## config.mk

```make
export PLATFORM = sky130hd
export DESIGN_NAME = uart_rx_ctrl
export DESIGN_NICKNAME = d
export VERILOG_FILES = /design/src/rtl/uart_pkg.sv /design/src/rtl/rx_fifo.sv /design/src/rtl/uart_rx_ctrl.sv
export SDC_FILE = /design/constraint.sdc
export NUM_CORES = 1
export LEC_CHECK = 0
export CAP_MARGIN = 0
export CORE_UTILIZATION = 53
export DETAILED_ROUTE_END_ITERATION = 7
export PLACE_DENSITY = 0.76
export SLEW_MARGIN = 40
export SYNTH_ARGS = -nofsm -noshare
export SYNTH_HDL_FRONTEND = slang
export SYNTH_SLANG_ARGS = --single-unit
export TNS_END_PERCENT = 50
```

## constraint.sdc

```tcl
create_clock -name clk -period 7.8 [get_ports clk]
set_input_delay 1.56 -clock clk [delete_from_list [all_inputs] [get_ports clk]]
set_output_delay 1.56 -clock clk [all_outputs]
set_load 0.05 [all_outputs]
```

## src/rtl/uart_pkg.sv

```systemverilog
// Shared types and constants for the UART receive sequencing controller.
package uart_pkg;

  localparam int UART_BYTE_W = 8;

  typedef enum logic [1:0] {
    RXC_OFF     = 2'd0,
    RXC_ARM     = 2'd1,
    RXC_LISTEN  = 2'd2,
    RXC_CAPTURE = 2'd3
  } rxc_state_e;

  localparam rxc_state_e             RXC_RST_STATE = RXC_OFF;
  localparam logic                   RXC_RST_RX_EN = 1'b0;
  localparam logic                   RXC_RST_FLAG  = 1'b0;
  localparam logic [UART_BYTE_W-1:0] RXC_RST_BYTE  = 8'h00;

endpackage

```

## src/rtl/rx_fifo.sv

```systemverilog
// Synchronous FIFO; a push while full is accepted when a pop happens in the same cycle.
module rx_fifo #(
  parameter int DEPTH = 4,
  parameter int W     = 8
) (
  input  logic                     clk,
  input  logic                     rst,
  input  logic                     push,
  input  logic                     pop,
  input  logic [W-1:0]             din,
  output logic [W-1:0]             dout,
  output logic [$clog2(DEPTH):0]   count,
  output logic                     full,
  output logic                     empty
);

  localparam int AW = $clog2(DEPTH);
  localparam int CW = AW + 1;
  localparam logic [CW-1:0] DEPTH_C = CW'(DEPTH);

  logic [W-1:0]  mem_q [DEPTH];
  logic [W-1:0]  mem_d [DEPTH];
  logic [AW-1:0] wr_ptr_q, wr_ptr_d, rd_ptr_q, rd_ptr_d;
  logic [CW-1:0] count_q, count_d;
  logic          push_ok_s, pop_ok_s;

  assign empty = (count_q == {CW{1'b0}});
  assign full  = (count_q == DEPTH_C);
  assign count = count_q;
  assign dout  = mem_q[rd_ptr_q];

  // Next-state pointers, occupancy and storage.
  always_comb begin
    pop_ok_s  = pop && !empty;
    push_ok_s = push && (!full || pop_ok_s);
    mem_d     = mem_q;
    wr_ptr_d  = wr_ptr_q;
    rd_ptr_d  = rd_ptr_q;
    count_d   = count_q;
    if (push_ok_s) begin
      mem_d[wr_ptr_q] = din;
      wr_ptr_d        = wr_ptr_q + AW'(1);
    end else begin
      wr_ptr_d = wr_ptr_q;
    end
    if (pop_ok_s) begin
      rd_ptr_d = rd_ptr_q + AW'(1);
    end else begin
      rd_ptr_d = rd_ptr_q;
    end
    case ({push_ok_s, pop_ok_s})
      2'b10:   count_d = count_q + CW'(1);
      2'b01:   count_d = count_q - CW'(1);
      default: count_d = count_q;
    endcase
  end

  // FIFO state registers; reset clears storage so the head reads zero.
  always_ff @(posedge clk) begin
    if (rst) begin
      for (int i = 0; i < DEPTH; i++) mem_q[i] <= {W{1'b0}};
      wr_ptr_q <= {AW{1'b0}};
      rd_ptr_q <= {AW{1'b0}};
      count_q  <= {CW{1'b0}};
    end else begin
      mem_q    <= mem_d;
      wr_ptr_q <= wr_ptr_d;
      rd_ptr_q <= rd_ptr_d;
      count_q  <= count_d;
    end
  end

endmodule

```

## src/rtl/uart_rx_ctrl.sv

```systemverilog
// UART receive sequencer: edge-qualifies receiver rdy, buffers bytes, flags overruns.
// Optional idle timeout is built when UART_RXC_TIMEOUT_EN is defined.
module uart_rx_ctrl
  import uart_pkg::*;
#(
  parameter int DEPTH   = 4,
  parameter int TIMEOUT = 16
) (
  input  logic                     clk,
  input  logic                     rst,
  input  logic                     enable,
  input  logic                     rx_rdy,
  input  logic [UART_BYTE_W-1:0]   rx_data,
  output logic                     rx_en,
  output logic                     m_valid,
  output logic [UART_BYTE_W-1:0]   m_data,
  input  logic                     m_ready,
  output logic [$clog2(DEPTH):0]   count,
  output logic                     overrun,
`ifdef UART_RXC_TIMEOUT_EN
  output logic                     idle_timeout,
`endif
  input  logic                     clr_overrun
);

  rxc_state_e               state_q, state_d;
  logic                     rx_en_q, rx_en_d;
  logic                     overrun_q, overrun_d;
  logic [UART_BYTE_W-1:0]   byte_q, byte_d;
  logic                     push_s, drop_s, full_s, empty_s;

  rx_fifo #(.DEPTH(DEPTH), .W(UART_BYTE_W)) u_fifo (
    .clk   (clk),
    .rst   (rst),
    .push  (push_s),
    .pop   (m_ready),
    .din   (byte_q),
    .dout  (m_data),
    .count (count),
    .full  (full_s),
    .empty (empty_s)
  );

  assign m_valid = !empty_s;
  assign rx_en   = rx_en_q;
  assign overrun = overrun_q;

  // Sequencer next state; dropping enable wins over every transition.
  always_comb begin
    state_d = state_q;
    case (state_q)
      RXC_OFF:     if (enable)  state_d = RXC_ARM;    else state_d = RXC_OFF;
      RXC_ARM:     if (!rx_rdy) state_d = RXC_LISTEN; else state_d = RXC_ARM;
      RXC_LISTEN:  if (rx_rdy)  state_d = RXC_CAPTURE; else state_d = RXC_LISTEN;
      RXC_CAPTURE: state_d = RXC_ARM;
      default:     state_d = RXC_OFF;
    endcase
    if (!enable) begin
      state_d = RXC_OFF;
    end else begin
      state_d = state_d;
    end
    rx_en_d = (state_d != RXC_OFF);
    if ((state_q == RXC_LISTEN) && rx_rdy && enable) begin
      byte_d = rx_data;
    end else begin
      byte_d = byte_q;
    end
    push_s = (state_q == RXC_CAPTURE) && enable;
    drop_s = push_s && full_s && !m_ready;
    if (drop_s) begin
      overrun_d = 1'b1;
    end else if (clr_overrun) begin
      overrun_d = 1'b0;
    end else begin
      overrun_d = overrun_q;
    end
  end

  // Sequencer and status registers.
  always_ff @(posedge clk) begin
    if (rst) begin
      state_q   <= RXC_RST_STATE;
      rx_en_q   <= RXC_RST_RX_EN;
      overrun_q <= RXC_RST_FLAG;
      byte_q    <= RXC_RST_BYTE;
    end else begin
      state_q   <= state_d;
      rx_en_q   <= rx_en_d;
      overrun_q <= overrun_d;
      byte_q    <= byte_d;
    end
  end

`ifdef UART_RXC_TIMEOUT_EN
  localparam int TW = $clog2(TIMEOUT + 1);
  localparam logic [TW-1:0] TMO_MAX = TW'(TIMEOUT);

  logic [TW-1:0] tmo_q, tmo_d;

  assign idle_timeout = (tmo_q >= TMO_MAX) && !empty_s;

  // Saturating count of cycles a non-empty FIFO has gone without a push.
  always_comb begin
    if ((push_s && !drop_s) || empty_s) begin
      tmo_d = {TW{1'b0}};
    end else if (tmo_q < TMO_MAX) begin
      tmo_d = tmo_q + TW'(1);
    end else begin
      tmo_d = tmo_q;
    end
  end

  // Idle counter register.
  always_ff @(posedge clk) begin
    if (rst) begin
      tmo_q <= {TW{1'b0}};
    end else begin
      tmo_q <= tmo_d;
    end
  end
`endif

endmodule

```

==> results of run 1 <==
[tightest hold or removal path, cell delays in order (launching register included)]
cell,delay [ns]
sky130_fd_sc_hd__dfxtp_1,0.31
sky130_fd_sc_hd__nand2b_1,0.07
sky130_fd_sc_hd__mux2i_1,0.06
[per-stage QoR]
stage          power, mW  util (%)  setup WS (ns)  cell area [µm²]
6_report           0.418      65.8           3.85             2730
5_1_grt            0.434      65.8           3.72             2730
3_5_place_dp       0.289      64.0           3.55             2650
2_1_floorplan      0.279         -           4.22             2370
4_1_cts            0.424      65.8           3.83             2730
3_3_place_gp       0.289      64.0           3.62             2650
[flip-flops by register name, summed over array words and instances (netlist names)]
| register | cells |
|---|---|
| u_fifo.mem_q | 32 |
| byte_q | 8 |
| u_fifo.count | 3 |
| state_q | 2 |
| u_fifo.rd_ptr_q | 2 |
| u_fifo.wr_ptr_q | 2 |
| overrun | 1 |
| rx_en | 1 |
[Yosys cell counts]
cell and count:
sky130_fd_sc_hd__mux2_1 1, sky130_fd_sc_hd__nand3_1 1, sky130_fd_sc_hd__inv_1 10, sky130_fd_sc_hd__and4_4 1, sky130_fd_sc_hd__a21oi_1 4, sky130_fd_sc_hd__nand4_1 2
sky130_fd_sc_hd__or3_1 1, sky130_fd_sc_hd__fa_1 1, sky130_fd_sc_hd__mux2i_1 41, sky130_fd_sc_hd__nand4_2 3, sky130_fd_sc_hd__and4_1 1, sky130_fd_sc_hd__clkbuf_1 9
sky130_fd_sc_hd__nor2b_1 1, sky130_fd_sc_hd__o31a_2 1, sky130_fd_sc_hd__a31o_2 1, sky130_fd_sc_hd__a2bb2oi_1 1, sky130_fd_sc_hd__nor2_1 19, sky130_fd_sc_hd__xor2_1 3
sky130_fd_sc_hd__ha_1 8, sky130_fd_sc_hd__dfxtp_1 51, sky130_fd_sc_hd__buf_2 1, sky130_fd_sc_hd__o21ai_0 1, sky130_fd_sc_hd__or3_2 1, sky130_fd_sc_hd__xnor2_1 1
sky130_fd_sc_hd__mux4_2 8, sky130_fd_sc_hd__o311ai_0 1, sky130_fd_sc_hd__buf_6 2, sky130_fd_sc_hd__nand2b_1 41, sky130_fd_sc_hd__nand2_1 1, sky130_fd_sc_hd__or4b_1 1
[cell families after synthesis]
logic type               after synthesis  synth area share (%)
adder cells (fa/ha/maj)                9                  5.06
flip-flops                            51                  43.0
AND/OR/NAND/NOR                       73                  18.4
multiplexers                          50                  25.3
buffers and inverters                 22                  4.16
XOR/XNOR                               4                  1.48
AO/OA/AOI/OAI                          9                  2.58
[per-layer routing]
metal  global-route usage, %  wire length (µm)
met5                       0                 0
met4                    5.36                51
met3                    5.92               136
met2                    34.7              2030
met1                    23.1              1960
[layout make-up]
type                    count  area, µm²  share of cell area, %
inverters                  10       37.5                   1.38
well taps                  50       62.6                   2.29
repair buffers             28        278                   10.2
clock buffers               6       72.6                   2.66
multi-input cells         145       1250                   46.0
flip-flops and latches     51       1020                   37.4
[power by group]
part	switching [mW]	total, mW	internal [mW]
Clock	0.0761	0.136	0.0599
Combinational	0.00903	0.0206	0.0115
Sequential	0.000763	0.262	0.261
[worst paths after layout]
check	depth (start not counted)	from	end	slack, ns
worst max-delay path	10	m_ready	u_fifo.count[2]	3.85
worst max register to register	9	u_fifo.count[0]	u_fifo.count[2]	5.11
worst min register to register	2	u_fifo.mem_q[4]	u_fifo.mem_q[4]	0.48
worst min-delay path	2	u_fifo.mem_q[4]	u_fifo.mem_q[4]	0.48
==> out/qor.yml, run 1 <==
route:
  drc: 0
  ant_nets: 0
  routed_wirelength_um: 4180
  routedWlPerCell_um: 14.4
  detail_route.iter0.violations: 63
  detail_route.vias_per_cell: 5.34
  drtPass1Iterations: 4
  detailroute.via_count: 1550
timing:
  worst_hold_slack_ns: 0.478
  final_period_minus_worst_setup_slack_ns: 3.95
  finalCritPeriodShare_pct: 50.6
  final_hold_viol_count: 0
  grt_setup_unrepaired: "false"
  setup_viol: 0
  slew_headroom_pct: 54.5
  final.setup.tns_ns: 0
  max_slew.worst_pin.slew_ns: 0.680
  clock.fmax_mhz: 253
  slew_viol_final: 0
  clock-skew-final_ns: 0.00574
worst_setup_path:
  cell_with_the_largest_stage_delay_on_the_worst_path: "sky130_fd_sc_hd__or4b_1"
  worst-endpoint-arrival_ns: 4.18
  timing.critical_path.mode_cell: "sky130_fd_sc_hd__inv_1"
  setup.worst_path.end_class: "flip-flop"
  worst_path_largest_cell_delay_ns: 0.68
  criticalPathCategory: "primary input to flip-flop"
  crit_path_max_fanout: 10
  cp_data_required_time_ns: 8.03
  cp.buffers_inverters: 3
  timing.critical_path.cells: "clkdlybuf4s50_1 > or4b_1 > nor2b_1 > inv_1 > ha_1 > inv_1 > fa_1 > xor2_1 > or3_1 > a21oi_1"
  path_delay_family: "simple AND/OR/NAND/NOR gates"
  setup.worst_path.start_class: "primary input"
place:
  place.detailed.hpwl_um: 2790
  placed_cells: 284
  gp_routability_congestion: 0.672
  numPortBuffers: 27
synth:
  syn_avg_cell_area_um2: 10.9
  synth.yosys.seq_area_share_pct: 43.0
  synthesis.area_um2: 2370
  post-synth-top-area-cell: "sky130_fd_sc_hd__dfxtp_1"
  post_synth_inst_count: 218
  yosys_warnings: 0
  synth_largest_type_area_fraction_pct: 43.0
  syn_nets: 241
  ys_ff_latch: 51
  synth_unique_cells: 30
  synth_top_cells_by_area: "sky130_fd_sc_hd__dfxtp_1 43%, sky130_fd_sc_hd__mux2i_1 17%, sky130_fd_sc_hd__nand2b_1 11%, sky130_fd_sc_hd__mux4_2 7.6%, sky130_fd_sc_hd__ha_1 4.2%"
floorplanning:
  die_w_um: 68.9
  die_h_um: 68.9
  core_area_um2: 4140
  boundary_pins: 28
  row_count: 23
  initial_core_util_pct: 57.3
  die-area_um2: 4750
finish:
  drive_gt1_share_pct: 8.75
  syn2layout_area_growth_pct: 14.8
  final_common_cell: "sky130_fd_sc_hd__dfxtp_1"
  num-nets-final: 264
  layout_common_cells: "51 x sky130_fd_sc_hd__dfxtp_1, 41 x sky130_fd_sc_hd__nand2b_1, 41 x sky130_fd_sc_hd__mux2i_1"
  layout.filler_cells: 357
  post_layout_nonfiller_instances: 290
  num_antenna_cells: 0
global_route:
  grt_pass1_vias: 1467
  grt_remaining_overflow: 0
  antenna_found_initial: 0
  groute.usage.overall_pct: 19.7
  grt_start_max_net_pins: 59
  grt_first_pass_wirelength_um: 6620
power_and_ir_drop:
  leakagePower_nw: 1.14
  irDropWorstVdd_mv: 0.0983
  p_per_area_nw_per_um2: 153
cts:
  worstSkewPairLatency_ns: 0.30
  total_clock_buffers_created_by_cts: 5
  clk_pin_slew_worst_paths_ns: 0.08
  tritoncts: "done"
  ctsResizeCount: 0
  cts_buffer_depth: 2
  number_of_sinks_on_the_clock_net: 51
  postCtsSetupRepairBufs: 0
  cts.root.buffer_cell: "sky130_fd_sc_hd__clkbuf_8"
  cts.hold.buffers_added: 0
  cts.htree.levels: 2
run_status:
  run_status: "finished clean"
hold_path:
  timing.hold.worst.class: "flip-flop to flip-flop"
run:
  drv.max_cap_violation_count: 0
No activity file was read; power rests on OpenSTA's default activity.
==> run 2, diff against run 1 <==
--- a/config.mk
+++ b/config.mk
@@ -6,9 +6,9 @@
 export NUM_CORES = 1
 export LEC_CHECK = 0
 export CAP_MARGIN = 0
-export CORE_UTILIZATION = 53
+export CORE_UTILIZATION = 50
 export DETAILED_ROUTE_END_ITERATION = 7
-export PLACE_DENSITY = 0.76
+export PLACE_DENSITY = 0.75
 export SLEW_MARGIN = 40
 export SYNTH_ARGS = -nofsm -noshare
 export SYNTH_HDL_FRONTEND = slang
==> constraint.sdc (replaced) <==
create_clock -name clk -period 3.5 [get_ports clk]
set_input_delay 0.7 -clock clk [delete_from_list [all_inputs] [get_ports clk]]
set_output_delay 0.7 -clock clk [all_outputs]
set_load 0.05 [all_outputs]
==> out/qor.yml, run 2 (synthesized netlist as in run 1, its figures left out) <==
run_status:
  run_status: "finished clean"
worst_setup_path:
  path_delay_family: "flip-flops"
  cp.buffers_inverters: 1
  crit-reg2reg-capture: "u_fifo.count[2]"
  cp_data_required_time_ns: 2.80
  worst-endpoint-arrival_ns: 2.35
  ff2ff_setup_slack_ns: 1.05
  setup.worst_path.end_class: "output pin"
  crit_path_max_fanout: 10
  worst_path_largest_cell_delay_ns: 0.75
  crit-reg2reg-launch: "u_fifo.count[0]"
  cell_with_the_largest_stage_delay_on_the_worst_path: "sky130_fd_sc_hd__dfxtp_1"
  timing.critical_path.cells: "mux4_2 > clkdlybuf4s50_1"
  setup.worst_path.start_class: "flip-flop"
  rr_worst_depth: 9
  criticalPathCategory: "flip-flop to output pin"
timing:
  max_slew.worst_pin.slew_ns: 0.655
  final_hold_viol_count: 0
  final.setup.tns_ns: 0
  grt_setup_unrepaired: "false"
  slew_viol_final: 0
  clock-skew-final_ns: 0.00690
  final_period_minus_worst_setup_slack_ns: 3.05
  slew_headroom_pct: 56.3
  setup_viol: 0
  finalWorstSetupSlack_ns: 0.449
  clock.fmax_mhz: 328
  finalCritPeriodShare_pct: 87.2
place:
  place.detailed.hpwl_um: 2940
  gp_routability_congestion: 0.725
  place_worst_setup_slack_ns: 0.365
  post_dp_cell_area_um2: 2670
  numPortBuffers: 27
route:
  drc: 0
  detail_route.vias_per_cell: 5.29
  detail_route.iter0.violations: 89
  drtPass1Iterations: 4
  detailroute.via_count: 1562
  routed_wirelength_um: 4240
  routedWlPerCell_um: 14.4
  ant_nets: 0
global_route:
  grt_pass1_vias: 1549
  groute.usage.overall_pct: 19.2
  grt_first_pass_wirelength_um: 7390
  grt_start_max_net_pins: 59
  antenna_found_initial: 0
  grt_remaining_overflow: 0
hold_path:
  timing.hold.worst_endpoint: "u_fifo.mem_q[18]"
  timing.hold.worst.class: "flip-flop to flip-flop"
  hp-start: "u_fifo.mem_q[18]"
  min_delay_path_depth: 2
finish:
  num-nets-final: 266
  largest_register_ffs: 32
  final_common_cell: "sky130_fd_sc_hd__dfxtp_1"
  num_antenna_cells: 0
  largest_register: "u_fifo.mem_q"
  layout.filler_cells: 396
  syn2layout_area_growth_pct: 16.2
  drive_gt1_share_pct: 10.3
  final_area_um2: 2760
  layout_common_cells: "51 x sky130_fd_sc_hd__dfxtp_1, 41 x sky130_fd_sc_hd__nand2b_1, 41 x sky130_fd_sc_hd__mux2i_1"
power_and_ir_drop:
  net-switching-power_mw: 0.197
  p_per_area_nw_per_um2: 348
  irDropWorstVdd_mv: 0.323
  internal-power_mw: 0.764
  share_seq_of_total_power_pct: 60.7
  power.clock.fraction_pct: 34.4
  comb_power_share_pct: 4.8
  leakagePower_nw: 1.15
  switching_share_pct: 20.5
cts:
  ctsResizeCount: 0
  worstSkewPairLatency_ns: 0.29
  cts_buffer_depth: 2
  cts.root.buffer_cell: "sky130_fd_sc_hd__clkbuf_8"
  total_clock_buffers_created_by_cts: 5
  tritoncts: "done"
  cts.hold.buffers_added: 0
  postCtsSetupRepairBufs: 0
  clk_pin_slew_worst_paths_ns: 0.08
  number_of_sinks_on_the_clock_net: 51
  cts.htree.levels: 2
floorplanning:
  die_h_um: 70.9
  die-area_um2: 5030
  initial_core_util_pct: 53.4
  row_count: 24
  boundary_pins: 28
  core_area_um2: 4440
  die_w_um: 70.9
run:
  drv.max_cap_violation_count: 0
[run 2: changes by cell type in the layout (fill, tap and decap cells not counted)]
cell	change
sky130_fd_sc_hd__clkbuf_1	-1
sky130_fd_sc_hd__buf_4	+2
sky130_fd_sc_hd__clkbuf_8	+1
sky130_fd_sc_hd__clkinv_2	+1
[run 2: layer usage]
layer  vias up  share of wire (%)  global-route usage [%]
met5         -                  0                       0
met3         2                2.7                    5.56
met1       742                 50                    25.2
met2        22                 47                    30.8
li1        796                  -                       -
met4         0               0.59                    5.78
[run 2: worst min-delay path, cell delays in order (launching register included)]
cell                       delay, ns
sky130_fd_sc_hd__dfxtp_1        0.31
sky130_fd_sc_hd__nand2b_1       0.06
sky130_fd_sc_hd__mux2i_1        0.06
[run 2: area by class of cell]
cell class	count	area, µm²	share of cell area (%)
Clock buffer	6	82.6	2.99
Clock inverter	1	5.00	0.181
Inverter	10	37.5	1.36
Multi-Input combinational cell	145	1250	45.5
Sequential cell	51	1020	37.0
Tap cell	52	65.1	2.36
Timing Repair Buffer	30	293	10.6
[run 2: power groups by stage]
stage,sequential (mW),combinational [mW],clock [mW]
floorplan,0.600,0.0229,0
global placement,0.597,0.0466,0
detailed placement,0.597,0.0467,0
CTS,0.584,0.0467,0.343
global route,0.584,0.0501,0.370
finish,0.584,0.0463,0.331
[run 2: worst max path at each step]
stage / end / slack, ns / cells past startpoint / start
after floorplan: u_fifo.count[2] / 0.78 / 10 / m_ready
after global placement: u_fifo.count[2] / 0.44 / 10 / m_ready
after detailed placement: u_fifo.count[2] / 0.37 / 10 / m_ready
after CTS: m_data[4] / 0.41 / 2 / u_fifo.rd_ptr_q[0]
after global routing: m_data[4] / 0.35 / 2 / u_fifo.rd_ptr_q[0]
final: m_data[4] / 0.45 / 2 / u_fifo.rd_ptr_q[0]
[run 2: metrics by stage]
| stage | std cells | utilization [%] | hold slack, ns | power (mW) |
|---|---|---|---|---|
| detailed placement | 288 | 60.1 | 0.467 | 0.644 |
| global route | 295 | 62.1 | 0.494 | 1.00 |
| floorplan | 218 | - | 0.445 | 0.622 |
| CTS | 295 | 62.1 | 0.482 | 0.973 |
| global placement | 288 | 60.1 | 0.457 | 0.644 |
| finish | 295 | 62.1 | 0.477 | 0.961 |
==> run 3, diff against run 2 <==
--- a/config.mk
+++ b/config.mk
@@ -9,7 +9,6 @@
 export CORE_UTILIZATION = 50
 export DETAILED_ROUTE_END_ITERATION = 7
 export PLACE_DENSITY = 0.75
-export SLEW_MARGIN = 40
 export SYNTH_ARGS = -nofsm -noshare
 export SYNTH_HDL_FRONTEND = slang
 export SYNTH_SLANG_ARGS = --single-unit
==> results of run 3 <==
No change in the layout: final DEF, timing and power equal those of run 2.
